$ cat src/rtl/i2c_rx_word_ctrl.sv
// i2c_rx_word_ctrl
//   Receive-side sequencer for the serial-in word buffer (8/16/32-bit,
//   LSB-first). Counts sampled bits per word, issues one shift-load strobe per
//   accepted bit, keeps a shadow copy of the word and hands it upstream with a
//   valid/ack handshake.
//
// Ports
//   clk        system clock, all logic on posedge
//   rst        synchronous active-high reset
//   start      frame start / repeated start pulse
//   stop       frame stop pulse
//   size       word size (8, 16 or 32), latched on an accepted start
//   bit_stb    din holds a valid sampled bit
//   din        sampled serial bit
//   rload      shift-load strobe to the buffer, one cycle per accepted bit
//   din_q      accepted bit, aligned with rload
//   bit_cnt    bits accepted in the current word
//   busy       high in SHIFT or HOLD
//   word_valid rdata holds a complete word
//   word_ack   consumer takes rdata
//   rdata      shadow word, right-justified, upper bits zero
//   overrun    sticky: a bit or a whole word was lost
//   size_err   one-cycle pulse: start seen with an illegal size
//
// State table
//   state   | meaning
//   S_IDLE  | no frame open; bits and acks ignored
//   S_SHIFT | collecting bits of the current word
//   S_HOLD  | complete word waiting for word_ack; new bits are dropped
//
// Per-cycle priority: rst > stop > start > bit_stb.

module i2c_rx_word_ctrl #(
  parameter int MAXW = 32,
  parameter int CNTW = 6
) (
  input  logic            clk,
  input  logic            rst,
  input  logic            start,
  input  logic            stop,
  input  logic [7:0]      size,
  input  logic            bit_stb,
  input  logic            din,
  output logic            rload,
  output logic            din_q,
  output logic [CNTW-1:0] bit_cnt,
  output logic            busy,
  output logic            word_valid,
  input  logic            word_ack,
  output logic [MAXW-1:0] rdata,
  output logic            overrun,
  output logic            size_err
);

  localparam logic [1:0] S_IDLE  = 2'd0;
  localparam logic [1:0] S_SHIFT = 2'd1;
  localparam logic [1:0] S_HOLD  = 2'd2;

  logic [1:0]      state, state_n;
  logic [CNTW-1:0] size_q, size_n;
  logic [CNTW-1:0] cnt_n, cnt_inc;
  logic [MAXW-1:0] rdata_n;
  logic            stop_seen, stop_seen_n;
  logic            rload_n, din_q_n, valid_n, ovr_n, serr_n;
  logic            size_ok, restart, dropped;

  // New bit enters at the top of the latched width and everything moves down,
  // so after size bits the first bit sits at bit 0 - same as the buffer.
  function automatic logic [MAXW-1:0] shift_in(input logic [MAXW-1:0] cur,
                                               input logic            b,
                                               input logic [CNTW-1:0] w);
    logic [MAXW-1:0] r;
    r = cur >> 1;
    case (w)
      CNTW'(8):  r[7]      = b;
      CNTW'(16): r[15]     = b;
      default:   r[MAXW-1] = b;
    endcase
    return r;
  endfunction

  assign size_ok = (size == 8'd8) || (size == 8'd16) || (size == 8'd32);
  assign cnt_inc = bit_cnt + 1'b1;
  assign busy    = (state != S_IDLE);

  // A start while busy behaves as stop+start in one cycle. Only an unacked
  // word in HOLD counts as lost data; a partial word in SHIFT does not.
  assign restart = busy && !stop && start;
  assign dropped = (state == S_HOLD) && !word_ack;

  always_comb begin
    state_n     = state;
    size_n      = size_q;
    cnt_n       = bit_cnt;
    rdata_n     = rdata;
    valid_n     = word_valid;
    ovr_n       = overrun;
    serr_n      = 1'b0;
    rload_n     = 1'b0;
    din_q_n     = din_q;
    stop_seen_n = stop_seen;

    if (restart) begin
      cnt_n       = '0;
      rdata_n     = '0;
      valid_n     = 1'b0;
      stop_seen_n = 1'b0;
      if (size_ok) begin
        size_n  = size[CNTW-1:0];
        ovr_n   = dropped;
        state_n = S_SHIFT;
      end else begin
        serr_n  = 1'b1;
        ovr_n   = overrun | dropped;
        state_n = S_IDLE;
      end
    end else begin
      case (state)
        S_IDLE: begin
          if (start && !stop) begin
            if (size_ok) begin
              size_n  = size[CNTW-1:0];
              cnt_n   = '0;
              rdata_n = '0;
              ovr_n   = 1'b0;
              state_n = S_SHIFT;
            end else begin
              serr_n = 1'b1;
            end
          end
        end

        S_SHIFT: begin
          if (stop) begin
            cnt_n   = '0;
            rdata_n = '0;
            state_n = S_IDLE;
          end else if (bit_stb) begin
            rload_n = 1'b1;
            din_q_n = din;
            cnt_n   = cnt_inc;
            rdata_n = shift_in(rdata, din, size_q);
            if (cnt_inc == size_q) begin
              valid_n = 1'b1;
              state_n = S_HOLD;
            end
          end
        end

        S_HOLD: begin
          if (stop) begin
            // Stop arriving together with the ack closes the frame right away.
            if (word_ack) begin
              valid_n     = 1'b0;
              cnt_n       = '0;
              rdata_n     = '0;
              stop_seen_n = 1'b0;
              state_n     = S_IDLE;
            end else begin
              stop_seen_n = 1'b1;
            end
          end else if (word_ack) begin
            valid_n = 1'b0;
            cnt_n   = '0;
            rdata_n = '0;
            if (stop_seen) begin
              stop_seen_n = 1'b0;
              state_n     = S_IDLE;
            end else begin
              state_n = S_SHIFT;
              // Bit arriving with the ack is the first bit of the next word.
              if (bit_stb) begin
                rload_n = 1'b1;
                din_q_n = din;
                cnt_n   = CNTW'(1);
                rdata_n = shift_in('0, din, size_q);
              end
            end
          end else if (bit_stb) begin
            ovr_n = 1'b1;
          end
        end

        default: state_n = S_IDLE;
      endcase
    end
  end

  always_ff @(posedge clk) begin
    if (rst) begin
      state      <= S_IDLE;
      size_q     <= CNTW'(8);
      bit_cnt    <= '0;
      rdata      <= '0;
      word_valid <= 1'b0;
      overrun    <= 1'b0;
      size_err   <= 1'b0;
      rload      <= 1'b0;
      din_q      <= 1'b0;
      stop_seen  <= 1'b0;
    end else begin
      state      <= state_n;
      size_q     <= size_n;
      bit_cnt    <= cnt_n;
      rdata      <= rdata_n;
      word_valid <= valid_n;
      overrun    <= ovr_n;
      size_err   <= serr_n;
      rload      <= rload_n;
      din_q      <= din_q_n;
      stop_seen  <= stop_seen_n;
    end
  end

endmodule

$ cat config.mk
export PLATFORM = sky130hd
export DESIGN_NAME = i2c_rx_word_ctrl
export DESIGN_NICKNAME = d
export VERILOG_FILES = /design/src/rtl/i2c_rx_word_ctrl.sv
export SDC_FILE = /design/constraint.sdc
export NUM_CORES = 1
export LEC_CHECK = 0
export BUFFER_PORTS_ARGS = -buffer_cell sky130_fd_sc_hd__buf_2
export CAP_MARGIN = 20
export CELL_PAD_IN_SITES_DETAIL_PLACEMENT = 0
export CELL_PAD_IN_SITES_GLOBAL_PLACEMENT = 1
export CORE_MARGIN = 2
export CORE_UTILIZATION = 42
export CTS_BUF_LIST = sky130_fd_sc_hd__clkbuf_16
export CTS_CLUSTER_DIAMETER = 120
export CTS_CLUSTER_SIZE = 24
export DETAILED_ROUTE_END_ITERATION = 8
export PLACE_DENSITY = 0.84
export SYNTH_ARGS = -nofsm -noshare
export SYNTH_HDL_FRONTEND = slang
export SYNTH_SLANG_ARGS = --single-unit
export TNS_END_PERCENT = 5
$ cat constraint.sdc
create_clock -name clk -period 5.2 [get_ports clk]
set_input_delay 0.78 -clock clk [delete_from_list [all_inputs] [get_ports clk]]
set_output_delay 0.78 -clock clk [all_outputs]
set_load 0.02 [all_outputs]
### After elaboration in Yosys (flattened, before gate mapping)

Cells that the tools add are included.

| word-level totals | value |
|---|---|
| bits in latches | 0 |
| logic and storage cells | 135 |
| bits in read-only memories | 0 |
| register bits after elaboration | 52 |
| memories kept | 0 |
| memory bits (writable) | 0 |

| cells by class | value |
|---|---|
| eq/ne operators | 25 |
| add/subtract/negate cells | 1 |
| shift-type cells | 0 |
| order comparisons | 0 |
| reductions and logical operators | 25 |
| bitwise logic cells | 2 |
| multipliers | 0 |
| mux-type cells | 72 |
| divide/modulo/power cells | 0 |

Operators with widths:

| cell | count |
|---|---|
| $mux 32 | 9 |
| $pmux 32 s3 | 1 |
| $mux 6 | 11 |
| $mux 1 | 36 |
| $ne 3x3->1 const B | 7 |
| $mux 2 | 9 |
| $pmux 6 s3 | 1 |
| $ne 2x2->1 const B | 8 |
| $reduce_and 5->1 | 3 |
| $reduce_and 6->1 | 2 |
| $reduce_bool 2->1 | 5 |
| $eq 8x4->1 const B | 1 |
| $eq 8x5->1 const B | 1 |
| $eq 8x6->1 const B | 1 |
| $ne 4x4->1 const B | 2 |
| $pmux 1 s2 | 4 |
| $add 6x1->6 const B | 1 |
| $eq 6x4->1 const B | 1 |
| $eq 6x5->1 const B | 1 |
| $eq 6x6->1 | 1 |
| $pmux 2 s3 | 1 |
| $reduce_bool 3->1 | 2 |
| $logic_and 1x1->1 | 4 |
| $reduce_and 2->1 | 2 |
| other kinds (8) | 11 |

### Longest topological paths before layout

Gate-level depths: netlist (run 1).

| logic depth | value |
|---|---|
| depth after elaboration | 8 |
| mapped depth | 9 |
| depth with buffers taken out | 8 |

### Worst setup path before layout (run 1)

OpenSTA, ideal clock, no wires.

| path | value |
|---|---|
| path kind | input to register |
| start | in size[0] |
| end | reg bit_cnt[4] |
| setup time | 88 ps |
| arrival | 2265 ps |
| path slack | 2847 ps |
| cell stages on the path | 6 |
| buffers on the path | 0 |
| path through | nor4_2 > nand4_2 > a211oi_4 > and2_4 > a31oi_1 > a311oi_2 |

| on the way | value |
|---|---|
| longest elaborated chain between the ends | 5 |

Ends and longest elaborated chain:

| item | line | RTL |
|---|---|---|
| start, declared | 41 | `input logic [7:0] size,` |
| $eq 8x4->1 or $eq 8x5->1 (tied branches) | 82 | `assign size_ok = (size == 8'd8) \|\| (size == 8'd16) \|\| (size == 8'd32);` |
| $logic_or 1x1->1 | 82 |  |
| $logic_or 1x1->1 * | 82 |  |
| $ne 2x2->1 (no source line) * | -- |  |
| $reduce_and 5->1 (no source line) * | -- |  |
| end signal, assigned | 204 | `bit_cnt <= cnt_n;` |
| end, declared | 46 | `output logic [CNTW-1:0] bit_cnt,` |

Mark *: on every way between the ends. The rest lies on a longest branch, timed or not.
A chain may end at the register's enable or synchronous reset.

### Worst setup path in the final report (run 1)

| path | value |
|---|---|
| start | in size[0] |
| end | reg bit_cnt[5] |

The elaborated chain is that of the path after synthesis.

==> impl_metrics.csv, run 1 <==
group,metric,value,unit
status,status,"completed",
sta,period_minus_slack,2550,ps
worst_setup_path,cp.arrival,2700,ps
sta,rsz0062_at_grt,"no",
drt,ant_nets,0,
worst_setup_path,worstPathMaxFanout,37,
sta,fin_crit_sh,49.1,%
drt,drc,0,
power,power,0.763,mW
final_layout,fill_cells,557,
global_route,antenna_found_initial,0,
worst_setup_path,startpoint_type,"input pin",
sta,fin_ws,2650,ps
floorplan,initial_core_util,44.3,%
cts,clock-sinks,52,
power,power_switching_share,22.8,%
drt,post_drt_wl_per_cell,13.8,µm
placement,dpl.hpwl,3.78,mm
final_layout,mostFrequentLayoutCells,"buf_2, dfxtp_1, a21oi_1, nand2_1, nand3_1",
global_route,grt_usage,18.3,%
drt,wl,5.74,mm
sta,holdWs,454,ps
cts,insertion_delay,290,ps
sta,finalHoldViolCount,0,
floorplan,boundaryPins,59,
power,leakage,1.14,nW
logic_synthesis,synthArstFlopShare,0,%
cts,htreeDepth,2,
logic_synthesis,yosys.area.top_type,"dfxtp_1",
sta,fin_skew,6.62,ps
drt,vias,2226,
global_route,overflow,0,
sta,worst_pin_slew,841,ps
logic_synthesis,yosys_register_bits,52,
cts,path_clk_slew,70,ps
sta,fin_tns_setup,0,ps
placement,place_congestion,0.845,
logic_synthesis,synth_nets,316,
final_layout,layout_commonest_cell,"buf_2",
logic_synthesis,seq_area_frac_synth,42.2,%
worst_setup_path,cp_data_required_time,5340,ps
logic_synthesis,synth_top_area_share,42.2,%
final_layout,fin_nets,362,
job,cap_violations,0,
floorplan,rows,27,
logic_synthesis,yosys_most_used_dff,"dfxtp_1",
floorplan,die_area,0.00650,mm²
power,internal-power,0.590,mW
power,seq_power_share,52.2,%
sta,slew_headroom,44.0,%
worst_setup_path,slowest_delay,570,ps
worst_setup_path,path_cells,"buf_2, nor4_2, nand4_2, a211oi_4, o21ai_2, buf_4, o21ai_0, a21oi_1",
cts,clockRootBuffer,"clkbuf_16",
worst_setup_path,slowest_stage,"a211oi_4",
cts,clockBufferDepth,2,
floorplan,core,0.00557,mm²
sta,setup_viol,0,
cts,postCtsResizedCells,0,
logic_synthesis,synth_cells,296,
cts,hold_buffers,0,
sta,fmax,392,MHz
cts,cts_tree,"done",
logic_synthesis,synthesis.area,0.00247,mm²
logic_synthesis,synth_edf_count,0,
drt,drtIter0Drc,249,
power,powerDensity,263,mW/mm²
logic_synthesis,yosysWarningCount,0,
final_layout,drive_gt1_share,23.3,%
global_route,first_global_vias,1945,
worst_setup_path,worstSetupPathType,"in2reg",
sta,slew_violations,0,
logic_synthesis,ys_types,46,
floorplan,die_w,80.6,µm
min_path,hp-class,"reg2reg",
power,pwr-share-comb,3.4,%
final_layout,syn_to_final_growth,17.7,%
drt,via_per_inst,5.36,
logic_synthesis,syn_avg_cell_area,8.34,µm²
global_route,grt_pass1_wl,9.43,mm
worst_setup_path,end_kind,"flop",
placement,dp_slack,2320,ps
global_route,grt_max_degree,44,
power,power_frac_clock,44.4,%
placement,io_buffers,58,
logic_synthesis,synth_area_leaders,"dfxtp_1, a21oi_1, nand3_1",
cts,post_cts_buffers,0,
drt,drtPass1Iterations,4,
power,vdd_drop_max,192,µV
cts,cts_buffers,5,
final_layout,diodes,0,
floorplan,chipHeight,80.6,µm
power,power_switching,0.174,mW
-- cell type report --
cell class | count | area [µm²] | share of cell area, %
sequential | 52 | 1040 | 35.8
tap | 72 | 90.1 | 3.10
multi-input combinational | 219 | 1280 | 44.1
timing repair buffer | 60 | 325 | 11.2
clock inverter | 3 | 27.5 | 0.947
inverter | 4 | 15.0 | 0.517
clock buffer | 5 | 125 | 4.31
-- power groups by stage --
stage	sequential, mW	clock (mW)	combinational [mW]
final	0.399	0.339	0.0257
after CTS	0.399	0.346	0.0256
after global routing	0.399	0.361	0.0287
after floorplan	0.409	0	0.0159
after detailed placement	0.408	0	0.0256
after global placement	0.408	0	0.0256
-- cells by family after synthesis --
| logic type | share of synthesized area [%] |
|---|---|
| and+or+nand+nor | 25.4 |
| AOI/OAI and AO/OA | 20.7 |
| DFF | 42.2 |
| buffers and inverters | 5.88 |
| xor gates and xnor gates | 2.84 |
| adders and majority gates | 2.54 |
| muxes | 0.406 |
-- path summary, 6_finish.rpt --
check                                      startpoint                 endpoint  slack [ps]  cells after the start
worst max-delay path                          size[0]  bit_cnt[5]$_SDFFE_PP0P_        2650                      8
worst max register to register  state[0]$_SDFFE_PP0P_    state[1]$_SDFFE_PP0P_        2650                      7
worst min-delay path            rdata[0]$_SDFFE_PP0P_    rdata[0]$_SDFFE_PP0P_         450                      2
worst min register to register  rdata[0]$_SDFFE_PP0P_    rdata[0]$_SDFFE_PP0P_         450                      2
-- state kept, by name, summed over array words and instances, names as in the netlist --
name,count
size_q,6
din_q,1
stop_seen,1
rdata,32
state,2
bit_cnt,6
word_valid,1
overrun,1
size_err,1
rload,1
-- cell usage after synthesis, types with 3 or more instances --
cell type / count
nor2_1: 12
dfxtp_1: 52
xor2_1: 3
a21oi_1: 44
and2_1: 5
inv_1: 4
o21ai_0: 13
clkbuf_1: 10
nand3b_1: 7
nor3b_1: 4
buf_8: 3
ha_1: 5
nor2b_1: 3
a211oi_1: 4
clkbuf_4: 3
xnor2_1: 5
a32oi_1: 3
nand2_1: 42
buf_2: 5
nand3_1: 35
-- per-layer routing --
layer	track usage (%)	routed length, µm
met1	26.9	2970
met2	26.3	2440
met3	4.16	270
met4	5.59	63
met5	0	0
-- metrics by stage --
stage	utilization [%]	instance area, µm²	cells
detailed placement	48.9	2730	406
finish	52.1	2910	415
global placement	48.9	2730	406
CTS	51.6	2880	414
global route	52.1	2910	415
floorplan	-	2470	296
-- worst max-delay path: cells and delay by family --
family	cells	cell delay [ps]
compound gates	4	950
buf+inv	2	370
simple gates	2	580
Power figures use the tool's default switching activity.
==> run 2: changes to the inputs <==
- CORE_UTILIZATION: 42 -> 39
- PLACE_DENSITY: 0.84 -> 0.79
- clock period: 5.2 -> 2.6 ns (I/O delays scaled with it)
==> impl_metrics.csv, run 2 (same netlist as run 1, synthesis figures left out) <==
group,metric,value,unit
placement,place_congestion,0.851,
final_layout,largest_register_ffs,32,
sta,fin_crit_sh,87.4,%
power,vdd_drop_max,307,µV
sta,fin_tns_setup,0,ps
drt,drtIter0Drc,122,
final_layout,utilization,49.0,%
floorplan,die_w,83.5,µm
global_route,overflow,0,
drt,vias,2268,
floorplan,chipHeight,83.5,µm
worst_setup_path,cp.depth,6,
global_route,antenna_found_initial,0,
cts,post_cts_buffers,0,
worst_setup_path,cp.arrival,2490,ps
global_route,first_global_vias,2071,
global_route,grt_max_degree,32,
worst_setup_path,end_kind,"flop",
worst_setup_path,slowest_stage,"o21ai_2",
cts,clockBufferDepth,2,
drt,post_drt_wl_per_cell,13.8,µm
sta,worst_pin_slew,1020,ps
min_path,worstHoldPathCells,3,
min_path,hp-class,"in2reg",
sta,slew_violations,0,
drt,ant_nets,0,
status,status,"completed",
floorplan,die_area,0.00698,mm²
worst_setup_path,regToRegSetupSlack,330,ps
worst_setup_path,critPathLaunch,"state[0]$_SDFFE_PP0P_",
worst_setup_path,cpLargestDelayFamily,"compound AO/OA/AOI/OAI gates",
cts,insertion_delay,290,ps
worst_setup_path,path_buf_inv,2,
final_layout,regMostFlops,"rdata",
min_path,hold_end,"size_q[3]$_SDFFE_PP1P_",
min_path,hold_start,"size[3]",
drt,drc,0,
worst_setup_path,cp_data_required_time,2810,ps
final_layout,layout_commonest_cell,"buf_2",
worst_setup_path,slowest_delay,840,ps
worst_setup_path,path_cells,"inv_1, ha_1, o21ai_2, buf_4, nand2_1, a21oi_1",
final_layout,top_regs,"rdata x32, bit_cnt x6, size_q x6",
final_layout,mostFrequentLayoutCells,"buf_2, dfxtp_1, a21oi_1, nand2_1, nand3_1",
worst_setup_path,startpoint_type,"flop",
final_layout,fin_nets,371,
worst_setup_path,worstPathMaxFanout,24,
drt,drtPass1Iterations,4,
drt,wl,5.90,mm
power,leakage,1.17,nW
sta,finalHoldViolCount,0,
worst_setup_path,worstSetupPathType,"reg2reg",
floorplan,core,0.00603,mm²
worst_setup_path,reg2reg_from,"state[0]$_SDFFE_PP0P_",
sta,period_minus_slack,2270,ps
global_route,grt_usage,17.0,%
global_route,grt_pass1_wl,9.92,mm
drt,via_per_inst,5.31,
floorplan,rows,28,
sta,fin_skew,7.76,ps
placement,io_buffers,58,
sta,fmax,440,MHz
worst_setup_path,r2r-end,"rdata[10]$_SDFFE_PP0P_",
cts,htreeDepth,2,
cts,path_clk_slew,70,ps
worst_setup_path,r2r_cells,6,
floorplan,boundaryPins,59,
sta,setup_viol,0,
cts,clock-sinks,52,
sta,slew_headroom,32.3,%
cts,hold_buffers,0,
placement,dpl.hpwl,4.12,mm
cts,postCtsResizedCells,0,
job,cap_violations,0,
power,powerDensity,517,mW/mm²
cts,cts_buffers,5,
final_layout,drive_gt1_share,25.3,%
cts,cts_tree,"done",
final_layout,diodes,0,
sta,rsz0062_at_grt,"no",
cts,clockRootBuffer,"clkbuf_16",
floorplan,initial_core_util,40.9,%
final_layout,syn_to_final_growth,19.7,%
[run 2: cell count changes in the layout (fill, tap and decap cells not counted)]
cell / before / now
buf_4: 1 / 11
inv_6: 0 / 2
buf_16: 1 / 0
clkinv_4: 1 / 0
inv_8: 1 / 0
[run 2: worst min-delay path, delay by kind of cell]
family,cells,cell delay (ps)
and+or+nand+nor,2,110
buffers and inverters,1,90
[run 2: where the power goes]
part           total (mW)  switching, mW  internal (mW)
Clock               0.674          0.310          0.364
Sequential          0.797       0.000626          0.797
Combinational      0.0562         0.0357         0.0205
[run 2: per-stage QoR]
stage	setup WS [ps]	power (mW)	instance area [µm²]	hold slack, ps	cells
global placement	356	0.873	2800	441	419
CTS	319	1.54	2950	334	427
floorplan	594	0.849	2470	474	296
detailed placement	327	0.873	2800	450	419
global route	139	1.58	2950	352	427
finish	328	1.53	2950	335	427
[run 2: worst max path at each step]
stage and to:
2_1_floorplan word_valid$_SDFFE_PP0P_, 3_3_place_gp rdata[17]$_SDFFE_PP0P_, 3_5_place_dp rdata[10]$_SDFFE_PP0P_, 4_1_cts rdata[10]$_SDFFE_PP0P_, 5_1_grt rdata[16]$_SDFFE_PP0P_, 6_report rdata[10]$_SDFFE_PP0P_
[run 2: layout make-up]
type | instances | area, µm²
Sequential cell | 52 | 1040
Multi-Input combinational cell | 219 | 1280
Clock inverter | 3 | 25.0
Clock buffer | 5 | 125
Tap cell | 75 | 93.8
Timing Repair Buffer | 69 | 373
Fill cell | 630 | 3070
Inverter | 4 | 15.0
[run 2: metal layers]
layer	GRT usage, %	routed length [µm]	part of all wire, %	up-vias
met5	0	0	0	-
met4	6.01	75	1.3	0
met3	3.07	217	3.7	6
met2	26.3	2630	45	48
met1	23.8	2970	50	1059
li1	-	-	-	1155
==> run 3: changes to the inputs <==
- CTS_BUF_LIST: sky130_fd_sc_hd__clkbuf_16 -> not set
==> impl_metrics.csv, run 3 (same netlist as run 1, synthesis figures left out) <==
group,metric,value,unit
status,status,"completed",
placement,dpl.hpwl,4.12,mm
worst_setup_path,regToRegSetupSlack,340,ps
cts,clockRootBuffer,"clkbuf_8",
cts,hold_buffers,0,
drt,dr_wl_met3,253,µm
sta,period_minus_slack,2260,ps
global_route,grt_pass1_wl,9.88,mm
final_layout,fin_nets,371,
power,leakage,1.15,nW
final_layout,diodes,0,
cts,clockBufferDepth,2,
cts,post_cts_buffers,0,
cts,clock-sinks,52,
job,cap_violations,0,
sta,setup_viol,0,
drt,top_layer,"met4",
cts,path_clk_slew,100,ps
final_layout,fill_cells,640,
cts,htreeDepth,2,
final_layout,largest_register_ffs,32,
cts,cts_tree,"done",
drt,m1WireLength,2.87,mm
drt,drtIter0Drc,96,
min_path,hp-class,"in2reg",
drt,wl,5.90,mm
sta,finalHoldViolCount,0,
floorplan,chipHeight,83.5,µm
placement,io_buffers,58,
worst_setup_path,cp_data_required_time,2840,ps
sta,fin_crit_sh,86.8,%
final_layout,syn_to_final_growth,17.4,%
drt,ant_nets,0,
worst_setup_path,startpoint_type,"flop",
sta,slew_violations,0,
placement,place_congestion,0.851,
final_layout,layout_commonest_cell,"buf_2",
final_layout,regMostFlops,"rdata",
final_layout,mostFrequentLayoutCells,"buf_2, dfxtp_1, a21oi_1, nand2_1, nand3_1",
worst_setup_path,worstSetupPathType,"reg2reg",
power,vdd_drop_max,241,µV
sta,worst_pin_slew,974,ps
power,powerDensity,461,mW/mm²
final_layout,drive_gt1_share,25.3,%
drt,via_per_inst,5.30,
global_route,overflow,0,
floorplan,core,0.00603,mm²
floorplan,boundaryPins,59,
drt,vias,2262,
cts,cts_buffers,5,
drt,drtPass1Iterations,4,
floorplan,die_w,83.5,µm
drt,post_drt_wl_per_cell,13.8,µm
drt,met2WireLength,2.69,mm
floorplan,initial_core_util,40.9,%
floorplan,die_area,0.00698,mm²
sta,fin_skew,12.7,ps
final_layout,final_cell_count_no_fill,427,
global_route,first_global_vias,2075,
worst_setup_path,cp.arrival,2490,ps
cts,postCtsResizedCells,0,
final_layout,top_regs,"rdata x32, bit_cnt x6, size_q x6",
placement,placed_cells,419,
drt,drc,0,
worst_setup_path,worstPathMaxFanout,24,
sta,fin_tns_setup,0,ps
cts,insertion_delay,310,ps
sta,rsz0062_at_grt,"no",
placement,dp_slack,327,ps
global_route,grt_usage,17.1,%
sta,fin_ws,343,ps
global_route,grt_max_degree,32,
sta,slew_headroom,35.0,%
global_route,antenna_found_initial,0,
worst_setup_path,end_kind,"flop",
floorplan,rows,28,
sta,fmax,443,MHz
==> run 3: metal layers <==
layer	vias up	track usage, %
li1	1153	-
met1	1058	23.3
met2	44	26.6
met3	7	4.25
met4	0	5.57
met5	-	0
==> run 3: final cells by class <==
type                            count  area (µm²)  share of cell area (%)
Inverter                            4        15.0                   0.518
Tap cell                           75        93.8                    3.24
Timing Repair Buffer               69         373                    12.9
Clock inverter                      3        25.0                   0.864
Multi-Input combinational cell    219        1280                    44.2
Clock buffer                        5        68.8                    2.37
Sequential cell                    52        1040                    35.9
==> run 3: stage by stage <==
step	hold WS, ps	util (%)	power [mW]	instance area, µm²
global placement	441	46.5	0.873	2800
CTS	310	48.1	1.35	2900
detailed placement	450	46.5	0.873	2800
floorplan	474	-	0.849	2470
global route	315	48.1	1.40	2900
finish	311	48.1	1.34	2900
==> run 3: final timing paths <==
| check | cells past startpoint | start | end |
|---|---|---|---|
| worst min-delay path | 3 | size[3] | size_q[3]$_SDFFE_PP1P_ |
| worst max register to register | 6 | state[0]$_SDFFE_PP0P_ | rdata[10]$_SDFFE_PP0P_ |
| worst max-delay path | 6 | state[0]$_SDFFE_PP0P_ | rdata[10]$_SDFFE_PP0P_ |
| worst min register to register | 2 | rdata[0]$_SDFFE_PP0P_ | rdata[0]$_SDFFE_PP0P_ |
==> run 3: worst max-delay path: stages (launching register included) <==
cell and delay [ps]:
dfxtp_1 390, inv_1 80, ha_1 350, o21ai_2 810, buf_4 340, nand2_1 70
a21oi_1 130
==> run 3: power breakdown <==
part / internal [mW] / switching [mW] / total (mW)
Sequential: 0.797 / 0.000627 / 0.798
Combinational: 0.0205 / 0.0358 / 0.0563
Clock: 0.197 / 0.286 / 0.483
